`src/rtl/ps2_note_scanner.sv`:
```
// PS/2 keyboard front end: line conditioning, 11-bit frame deframer with
// watchdog, and make/break/extended decoding into a 10-key held-note bitmap.

module ps2_line_filter #(
  parameter int FILTER_LEN = 8
) (
  input  logic clk,
  input  logic rst,
  input  logic raw,
  output logic filt
);
  localparam int FW = $clog2(FILTER_LEN + 1);

  logic [1:0]    sync;
  logic [FW-1:0] cnt;

  // The counter holds the run length of samples disagreeing with filt; the
  // FILTER_LEN-th consecutive disagreeing sample flips the output.
  always_ff @(posedge clk) begin
    if (rst) begin
      sync <= 2'b11;
      cnt  <= '0;
      filt <= 1'b1;
    end else begin
      sync <= {sync[0], raw};
      if (sync[1] == filt)
        cnt <= '0;
      else if (cnt == FW'(FILTER_LEN - 1)) begin
        filt <= sync[1];
        cnt  <= '0;
      end else
        cnt <= cnt + 1'b1;
    end
  end
endmodule

module ps2_note_scanner #(
  parameter int FILTER_LEN     = 8,
  parameter int TIMEOUT_CYCLES = 100000
) (
  input  logic       clk,
  input  logic       rst,
  input  logic       ps2_clk,
  input  logic       ps2_data,
  output logic [7:0] scan_code,
  output logic       scan_valid,
  output logic       frame_err,
  output logic [9:0] notes,
  output logic       notes_valid
);
  localparam int TW = $clog2(TIMEOUT_CYCLES + 1);

  typedef enum logic [1:0] {IDLE, DATA, PARITY, STOP} state_t;

  logic [1:0] raw_lines, filt;
  logic       clk_f, data_f, clk_q, fall;

  assign raw_lines = {ps2_data, ps2_clk};

  generate
    for (genvar i = 0; i < 2; i++) begin : g_filt
      ps2_line_filter #(.FILTER_LEN(FILTER_LEN)) u_filt (
        .clk  (clk),
        .rst  (rst),
        .raw  (raw_lines[i]),
        .filt (filt[i])
      );
    end
  endgenerate

  assign clk_f  = filt[0];
  assign data_f = filt[1];
  assign fall   = clk_q & ~clk_f;

  state_t        state, state_nx;
  logic [2:0]    bit_cnt, bit_cnt_nx;
  logic [7:0]    shreg, shreg_nx;
  logic          par, par_nx;
  logic [TW-1:0] wd;
  logic          timeout, frame_ok, frame_bad;

  // A falling edge in the same cycle always beats the watchdog.
  assign timeout = (state != IDLE) && !fall && (wd == TW'(TIMEOUT_CYCLES - 1));

  always_comb begin
    state_nx   = state;
    bit_cnt_nx = bit_cnt;
    shreg_nx   = shreg;
    par_nx     = par;
    frame_ok   = 1'b0;
    frame_bad  = 1'b0;
    case (state)
      IDLE:
        if (fall && !data_f) begin
          state_nx   = DATA;
          bit_cnt_nx = 3'd0;
        end
      DATA:
        if (fall) begin
          shreg_nx   = {data_f, shreg[7:1]};
          bit_cnt_nx = bit_cnt + 3'd1;
          if (bit_cnt == 3'd7) state_nx = PARITY;
        end
      PARITY:
        if (fall) begin
          par_nx   = data_f;
          state_nx = STOP;
        end
      STOP:
        if (fall) begin
          state_nx = IDLE;
          if ((^{shreg, par}) && data_f) frame_ok = 1'b1;
          else                           frame_bad = 1'b1;
        end
      default: state_nx = IDLE;
    endcase
    if (timeout) begin
      state_nx  = IDLE;
      frame_bad = 1'b1;
    end
  end

  always_ff @(posedge clk) begin
    if (rst) begin
      state      <= IDLE;
      bit_cnt    <= '0;
      shreg      <= '0;
      par        <= 1'b0;
      clk_q      <= 1'b1;
      wd         <= '0;
      scan_code  <= '0;
      scan_valid <= 1'b0;
      frame_err  <= 1'b0;
    end else begin
      state      <= state_nx;
      bit_cnt    <= bit_cnt_nx;
      shreg      <= shreg_nx;
      par        <= par_nx;
      clk_q      <= clk_f;
      wd         <= (state == IDLE || fall) ? '0 : wd + 1'b1;
      scan_valid <= frame_ok;
      frame_err  <= frame_bad;
      if (frame_ok) scan_code <= shreg;
    end
  end

  // Key decoder
  logic       brk, ext, brk_nx, ext_nx, hit;
  logic [3:0] idx;
  logic [9:0] notes_nx;

  always_comb begin
    hit = 1'b1;
    idx = 4'd0;
    case (scan_code)
      8'h15: idx = 4'd0;
      8'h1D: idx = 4'd1;
      8'h24: idx = 4'd2;
      8'h2D: idx = 4'd3;
      8'h2C: idx = 4'd4;
      8'h35: idx = 4'd5;
      8'h3C: idx = 4'd6;
      8'h43: idx = 4'd7;
      8'h44: idx = 4'd8;
      8'h4D: idx = 4'd9;
      default: hit = 1'b0;
    endcase
  end

  always_comb begin
    notes_nx = notes;
    brk_nx   = brk;
    ext_nx   = ext;
    if (frame_err) begin
      brk_nx = 1'b0;
      ext_nx = 1'b0;
    end else if (scan_valid) begin
      if (scan_code == 8'hF0)
        brk_nx = 1'b1;
      else if (scan_code == 8'hE0)
        ext_nx = 1'b1;
      else begin
        if (hit && !ext) notes_nx[idx] = ~brk;
        brk_nx = 1'b0;
        ext_nx = 1'b0;
      end
    end
  end

  always_ff @(posedge clk) begin
    if (rst) begin
      brk         <= 1'b0;
      ext         <= 1'b0;
      notes       <= '0;
      notes_valid <= 1'b0;
    end else begin
      brk         <= brk_nx;
      ext         <= ext_nx;
      notes       <= notes_nx;
      notes_valid <= (notes_nx != notes);
    end
  end
endmodule
```
`config.mk`:
```
export PLATFORM = sky130hd
export DESIGN_NAME = ps2_note_scanner
export DESIGN_NICKNAME = d
export VERILOG_FILES = /design/src/rtl/ps2_note_scanner.sv
export SDC_FILE = /design/constraint.sdc
export NUM_CORES = 1
export LEC_CHECK = 0
export CORE_MARGIN = 1.5
export CORE_UTILIZATION = 32
export CTS_BUF_LIST = sky130_fd_sc_hd__clkbuf_4 sky130_fd_sc_hd__clkbuf_8 sky130_fd_sc_hd__clkbuf_16
export CTS_CLUSTER_DIAMETER = 200
export DETAILED_ROUTE_END_ITERATION = 10
export PLACE_DENSITY = 0.51
export SYNTH_ARGS = -nofsm -noshare
export SYNTH_HDL_FRONTEND = slang
export SYNTH_SLANG_ARGS = --single-unit
```
`constraint.sdc`:
```
create_clock -name clk -period 1.9 [get_ports clk]
set_clock_uncertainty 0.15 [all_clocks]
set_input_delay 0.57 -clock clk [delete_from_list [all_inputs] [get_ports clk]]
set_output_delay 0.57 -clock clk [all_outputs]
set_load 0.03 [all_outputs]
```
== Word level (Yosys, flattened, before mapping) ==
Index checks and enable logic that the tools add are counted.
Operators by class
  $add $sub $neg: 4
  magnitude comparators: 2
  equal/unequal tests: 28
  mux-type cells: 29
  bitwise gates (word level): 6
  reductions and logical operators: 28
Operators by type and width (number)
  10-bit 2-to-1 mux: 5
  8-bit by 6-bit equality test with 1-bit output (second input constant): 5
  4-bit case mux with 9 select lines: 1
  8-bit by 7-bit equality test with 1-bit output (second input constant): 3
  17-bit by 1-bit adder with 17-bit output (second input constant): 1
  17-bit equality test (second input constant): 1
  8-bit by 5-bit equality test with 1-bit output (second input constant): 2
  8-bit equality test (second input constant): 2
  1-bit 2-to-1 mux: 12
  2-bit != test (second input constant): 6
  2-bit AND reduction: 6
  10-bit bitwise mux: 1
  2-bit 2-to-1 mux: 5
  10-bit != test: 1
  10-bit OR reduction: 1
  9-bit XOR reduction: 1
  4-bit by 1-bit adder with 4-bit output (second input constant): 2
  4-bit by 3-bit equality test with 1-bit output (second input constant): 2
  2-bit case mux with 4 select lines: 1
  1-bit logical AND: 6
  3-bit 2-to-1 mux: 2
  3-bit case mux with 2 select lines: 1
  2-bit OR reduction: 3
  3-bit OR reduction: 2
  16 further kinds: 25
Word-level totals
  register bits: 69
  bits of input ports: 4
  output and inout port bits: 21
  logic and storage cells: 116

== Logic depth before layout (Yosys ltp) ==
  word-level depth: 13
  mapped depth: 8
  gate-level depth less buffers: 7

== Hierarchy ==
A second synthesis with hierarchy kept.
Second synthesis, totals
  cell total of the unflattened synthesis: 373
  area total of the unflattened synthesis: 3338.2 µm²
Modules (own cells, without submodules)
  ps2_note_scanner: instances 1, cells an instance 325, area each 2840.2 µm², seq. area each 1101.1 µm²
  ps2_line_filter: instances 2, cells an instance 24, area each 249.0 µm², seq. area each 140.1 µm²

== Least setup slack after synthesis ==
Ideal clock, no wire load.
  path type: register to register
  from: register scan_code[4]
  to: register notes_valid
  setup time: 0.136 ns
  arrival time: 1.988 ns
  required time: 1.614 ns
  slack: -0.374 ns
  stages on the path, launching flop included: 9
  buffers on the path: 1
  period minus slack after synthesis: 2.274 ns
  cells stage by stage: dfxtp_1 buf_2 xnor2_1 o21ai_1 o21ai_2 nand3_1 nor3b_2 a221oi_2 a41oi_2
Between the ends
  cells in the longest elaborated chain, start to end: 13
  elaborated cells on any way between the ends: 28
  classes of those cells: 2 x order compare; 13 x eq/ne; 10 x mux; 3 x reduce/logical
RTL lines
  from (decl): RTL line 45  | output logic [7:0] scan_code,
  from (signal assigned): RTL line 143  | if (frame_ok) scan_code <= shreg;
  8-bit by 7-bit equality test with 1-bit output, or another cell as far along: RTL line 155  | case (scan_code)
  4-bit case mux with 9 select lines: RTL line 155
  4-bit by 5-bit < comparator with 1-bit output (not written as such) or 4-bit by 1-bit greater-or-equal comparator with 1-bit output (tied branches): RTL line 183  | if (hit && !ext) notes_nx[idx] = ~brk;
  1-bit logical AND (not written as such): RTL line 183
  1-bit 2-to-1 mux (not written as such): RTL line 183
  1-bit demux with 4-bit select: RTL line 183
  10-bit bitwise mux: RTL line 183
  10-bit 2-to-1 mux: RTL line 183
  10-bit 2-to-1 mux: RTL line 180  | else if (scan_code == 8'hE0)
  10-bit 2-to-1 mux *: RTL line 178  | if (scan_code == 8'hF0)
  10-bit 2-to-1 mux *: RTL line 177  | end else if (scan_valid) begin
  10-bit 2-to-1 mux *: RTL line 174  | if (frame_err) begin
  10-bit != test *: RTL line 200  | notes_valid <= (notes_nx != notes);
  to (signal assigned): RTL line 200
  to (decl): RTL line 49  | output logic notes_valid
Mark *: on every way between the ends. The rest lies on a longest branch, timed or not.
A chain may end at the register's enable or synchronous reset.

== Worst setup path after layout ==
  from: register scan_code[6]
  to: register notes[0]
Between the ends
  cells in the longest elaborated chain, start to end: 12
  elaborated cells on any way between the ends: 27
  classes of those cells: 2 x order compare; 12 x eq/ne; 10 x mux; 3 x reduce/logical
RTL lines
  8-bit by 7-bit equality test with 1-bit output, or another cell as far along: RTL line 155
  4-bit case mux with 9 select lines: RTL line 155
  4-bit by 5-bit < comparator with 1-bit output (not written as such) or 4-bit by 1-bit greater-or-equal comparator with 1-bit output (tied branches): RTL line 183
  1-bit logical AND (not written as such): RTL line 183
  1-bit 2-to-1 mux (not written as such): RTL line 183
  1-bit demux with 4-bit select: RTL line 183
  10-bit bitwise mux: RTL line 183
  10-bit 2-to-1 mux: RTL line 183
  10-bit 2-to-1 mux: RTL line 180
  10-bit 2-to-1 mux *: RTL line 178
  10-bit 2-to-1 mux *: RTL line 177
  10-bit 2-to-1 mux *: RTL line 174
  to (signal assigned): RTL line 199  | notes <= notes_nx;
  to (decl): RTL line 48  | output logic [9:0] notes,
Marks and branches as above.

==> qor.yml <==
layout:
  fin_util_pct: 44.2
  stdcell_area_um2: 4600
  final.fill_count: 1050
  synthToLayoutAreaGrowth_pct: 32.2
  antenna_cells_inserted: 0
  num-nets-final: 495
  drive_gt1_share_pct: 27.8
  fin_cells: 622
placement:
  dp_hpwl_mm: 5.86
  routabilityCongestion: 0.879
  dp_cells: 602
  placed_cell_area_um2: 4260
  place.port_buffers: 24
sta:
  final_max_slew_viol_count: 0
  period_share_pct: 107
  setup_repair_after_global_routing_missed_its_margin: "yes"
  max_freq_mhz: 492
  slew_at_the_pin_closest_to_its_max_slew_limit_ns: 0.470
  period_minus_slack_ns: 2.03
  worst_slew_margin_rel_pct: 68.6
  timing.final.setup_violations: 8
  final.setup.tns_ns: -0.570
  postLayoutSetupSlackWorst_ns: -0.131
  final_hold_viol_count: 0
setup_path:
  critical-path-top-delay-family: "simple AND/OR/NAND/NOR gates"
  critical_path_buf_inv_count: 0
  worst-path-max-fanout: 6
  critical-path-max-stage-delay_ns: 0.37
  critical_path_arrival_ns: 2.15
  worst-path-stages: 6
  critical_path_class: "flop to flop"
  worstSetupStartpointType: "flop"
  timing.critical_path.to_type: "flop"
  worst_setup_path_startpoint: "scan_code[6]"
  reg2reg_depth: 6
  timing.critical_path.mode_cell: "sky130_fd_sc_hd__and4b_4"
  critical_path.cell_chain: "and4b_4 > a2111oi_4 > and4b_4 > nand2_4 > or3_1 > a21oi_1"
  slowest_stage: "sky130_fd_sc_hd__dfxtp_4"
  worst-endpoint-required_ns: 2.02
  r2r_start: "scan_code[6]"
power_and_ir_drop:
  power.share.sequential_pct: 51.3
  p_int_uw: 2240
  power_share_of_the_combinational_group_pct: 4.9
  power.static_leakage_uw: 0.00179
  clock_share_of_power_pct: 43.8
  total_net_switching_power_uw: 600
  power_uw: 2840
  switching_share_pct: 21.1
  power.ir.vdd_worst_mv: 0.377
  p_per_cell_area_nw_per_um2: 618
synthesis:
  ys.warnings.count: 0
  synth-simple-area-share_pct: 27.9
  post_synth_xor_area_fraction_pct: 6.80
  asyncSetResetFlopFracSynth_pct: 0
  synth.lib_cells_used.distinct: 53
  synth_mux_area_share_pct: 4.03
  synthesized_cell_area_um2: 3480
  synth_top_area_cell: "sky130_fd_sc_hd__dfxtp_1"
  synth.avg_cell_area_um2: 8.53
  compound_gate_portion_of_the_synthesized_area_pct: 14.7
  synthAdderAreaFrac_pct: 3.24
  yosysTopAreaCellShare_pct: 39.7
  combinational_family_with_the_most_area_after_synthesis: "simple AND/OR/NAND/NOR gates"
  synth_seq_area_share_pct: 39.7
  post_synth_main_area_contributors: "sky130_fd_sc_hd__dfxtp_1 40%, sky130_fd_sc_hd__nor2_1 5.0%, sky130_fd_sc_hd__a21oi_1 4.5%"
  synth_edf_count: 0
  synth_nets: 421
  synth.ff_latch_count: 69
  synthCells: 408
  synth_ff_type: "sky130_fd_sc_hd__dfxtp_1"
clocking:
  tritoncts: "built"
  clock_latency_ns: 0.34
  path_clk_slew_ns: 0.08
  tritoncts_num_sinks: 69
  clk_root_buffer_cell: "sky130_fd_sc_hd__clkbuf_8"
  cts_htree_levels: 3
  clockBufferDepth: 2
  cts-buffers-inserted: 9
floorplan:
  floorplan_die_area_um2: 11500
  fp.coreArea_um2: 10400
  i_o_pin_count: 25
  die_height_um: 107
  initial_core_util_pct: 33.4
  row_count: 37
  chipWidth_um: 107
drt:
  viasPerCell: 4.92
  vias: 3061
  route.detailed.wl_per_inst_um: 12.9
  dr.pass1.iters: 4
  remaining_drc_errors: 0
  route.final.wire_length_mm: 8.01
  drt_first_iter_violations: 109
  antenna_left: 0
grt:
  vias_in_the_first_global_route: 2986
  antenna_violations_before_repair: 0
  grt_max_degree: 21
  grtUsageTotal_pct: 14.9
  grt_first_pass_wirelength_mm: 13.8
  grt-ovfl-total: 0
worst_hold_path:
  worst_hold_path.num_cells: 1
  hold_path_class: "flop to flop"
  min-delay-start: "g_filt[0].u_filt.sync[0]"
flow_run:
  max_cap_violations: 0
run_status:
  status: "complete, but fails checks"
  failed_checks: "setup timing"
-- kinds of logic (layout without fill, tap and decap cells) --
kind of cell               Yosys count  after routing
AOI/OAI and AO/OA                   79             79
DFF                                 69             69
xor gates and xnor gates            27             27
buffers and inverters               30            108
and+or+nand+nor                    180            180
adders and majority gates            9              9
muxes                               14             14
-- cell usage after synthesis (4+ instances only) --
cell and instances:
sky130_fd_sc_hd__and3_1 5, sky130_fd_sc_hd__nand4_1 7, sky130_fd_sc_hd__o211ai_1 5, sky130_fd_sc_hd__and2_1 5, sky130_fd_sc_hd__nand3_1 29, sky130_fd_sc_hd__nor2b_1 8, sky130_fd_sc_hd__inv_1 11, sky130_fd_sc_hd__o21ai_1 5
sky130_fd_sc_hd__nor2_1 46, sky130_fd_sc_hd__or3_1 12, sky130_fd_sc_hd__ha_1 9, sky130_fd_sc_hd__a21oi_1 31, sky130_fd_sc_hd__xor2_1 13, sky130_fd_sc_hd__nand2_1 35, sky130_fd_sc_hd__xnor2_1 14, sky130_fd_sc_hd__buf_2 4
sky130_fd_sc_hd__nand2b_1 4, sky130_fd_sc_hd__mux2i_1 14, sky130_fd_sc_hd__nor3_1 4, sky130_fd_sc_hd__or2_2 5, sky130_fd_sc_hd__o21ai_0 20, sky130_fd_sc_hd__clkbuf_1 14, sky130_fd_sc_hd__dfxtp_1 69
-- power by group through the flow --
| stage | registers (µW) | logic, µW | clock network [µW] |
|---|---|---|---|
| after floorplan | 1490 | 89.6 | 0 |
| after global placement | 1490 | 137 | 0 |
| after detailed placement | 1490 | 140 | 0 |
| after CTS | 1460 | 141 | 1290 |
| after global routing | 1460 | 157 | 1340 |
| final | 1460 | 138 | 1250 |
-- sequential cells by signal, indices dropped and copies added (netlist names) --
register            count
shreg                   8
clk_q                   1
brk                     1
state                   2
bit_cnt                 3
ext                     1
g_filt.u_filt.sync      4
wd                     17
par                     1
notes                  10
g_filt.u_filt.cnt       8
scan_code               8
g_filt.u_filt.filt      2
notes_valid             1
frame_err               1
scan_valid              1
-- stage by stage --
step                setup slack, ns  hold WS, ns
floorplan                   -0.0615        0.239
global placement             -0.200        0.245
detailed placement           -0.204        0.249
CTS                          -0.134        0.263
global route                 -0.244        0.288
finish                       -0.131        0.263
-- per-layer routing --
layer  wire (µm)  track usage [%]
met4         118             5.90
met2        3820             25.0
met5           0                0
met1        3870             19.4
met3         202             2.00
-- timing repair --
action                     4_1_cts  5_1_grt
resized for setup               44       24
setup endpoints to repair       30       28
hold buffers                     0        0
pin swaps                       10        9
setup buffers                    3        2
-- cell usage in the layout, fill, tap and decap left out, types with 3 or more instances in the layout --
| cell type | instances |
|---|---|
| sky130_fd_sc_hd__dfxtp_1 | 58 |
| sky130_fd_sc_hd__buf_4 | 57 |
| sky130_fd_sc_hd__nor2_1 | 44 |
| sky130_fd_sc_hd__nand2_1 | 31 |
| sky130_fd_sc_hd__a21oi_1 | 30 |
| sky130_fd_sc_hd__nand3_1 | 26 |
| sky130_fd_sc_hd__o21ai_0 | 19 |
| sky130_fd_sc_hd__mux2i_1 | 14 |
| sky130_fd_sc_hd__xnor2_1 | 13 |
| sky130_fd_sc_hd__or3_1 | 12 |
| sky130_fd_sc_hd__xor2_1 | 12 |
| sky130_fd_sc_hd__clkbuf_8 | 12 |
| sky130_fd_sc_hd__inv_1 | 11 |
| sky130_fd_sc_hd__ha_1 | 9 |
| sky130_fd_sc_hd__dlygate4sd2_1 | 9 |
| sky130_fd_sc_hd__nor2b_1 | 8 |
| sky130_fd_sc_hd__nand4_1 | 7 |
| sky130_fd_sc_hd__dfxtp_4 | 7 |
| sky130_fd_sc_hd__or2_2 | 5 |
| sky130_fd_sc_hd__o211ai_1 | 5 |
| sky130_fd_sc_hd__nand2b_1 | 4 |
| sky130_fd_sc_hd__and3_1 | 4 |
| sky130_fd_sc_hd__nor3_1 | 4 |
| sky130_fd_sc_hd__nand2_2 | 4 |
| sky130_fd_sc_hd__clkdlybuf4s15_2 | 4 |
| sky130_fd_sc_hd__dfxtp_2 | 4 |
| sky130_fd_sc_hd__and3b_1 | 3 |
| sky130_fd_sc_hd__o21ai_2 | 3 |
| sky130_fd_sc_hd__o21ai_1 | 3 |
| sky130_fd_sc_hd__nor4_1 | 3 |
| sky130_fd_sc_hd__clkdlybuf4s50_1 | 3 |
-- layout make-up --
class	instances	area (µm²)	share of cell area, %
clock buffers	14	180	3.92
clock inverters	1	30.0	0.653
inverters	11	41.3	0.898
multi-input cells	309	2090	45.5
flip-flops and latches	69	1410	30.7
well taps	136	170	3.70
repair buffers	82	673	14.6
-- final timing paths --
check / slack (ns) / to
worst max-delay path: -0.13 / notes[0]
worst max register to register: -0.13 / notes[0]
worst min register to register: 0.26 / g_filt[0].u_filt.sync[1]
worst min-delay path: 0.26 / g_filt[0].u_filt.sync[1]
Power figures use the tool's default switching activity.
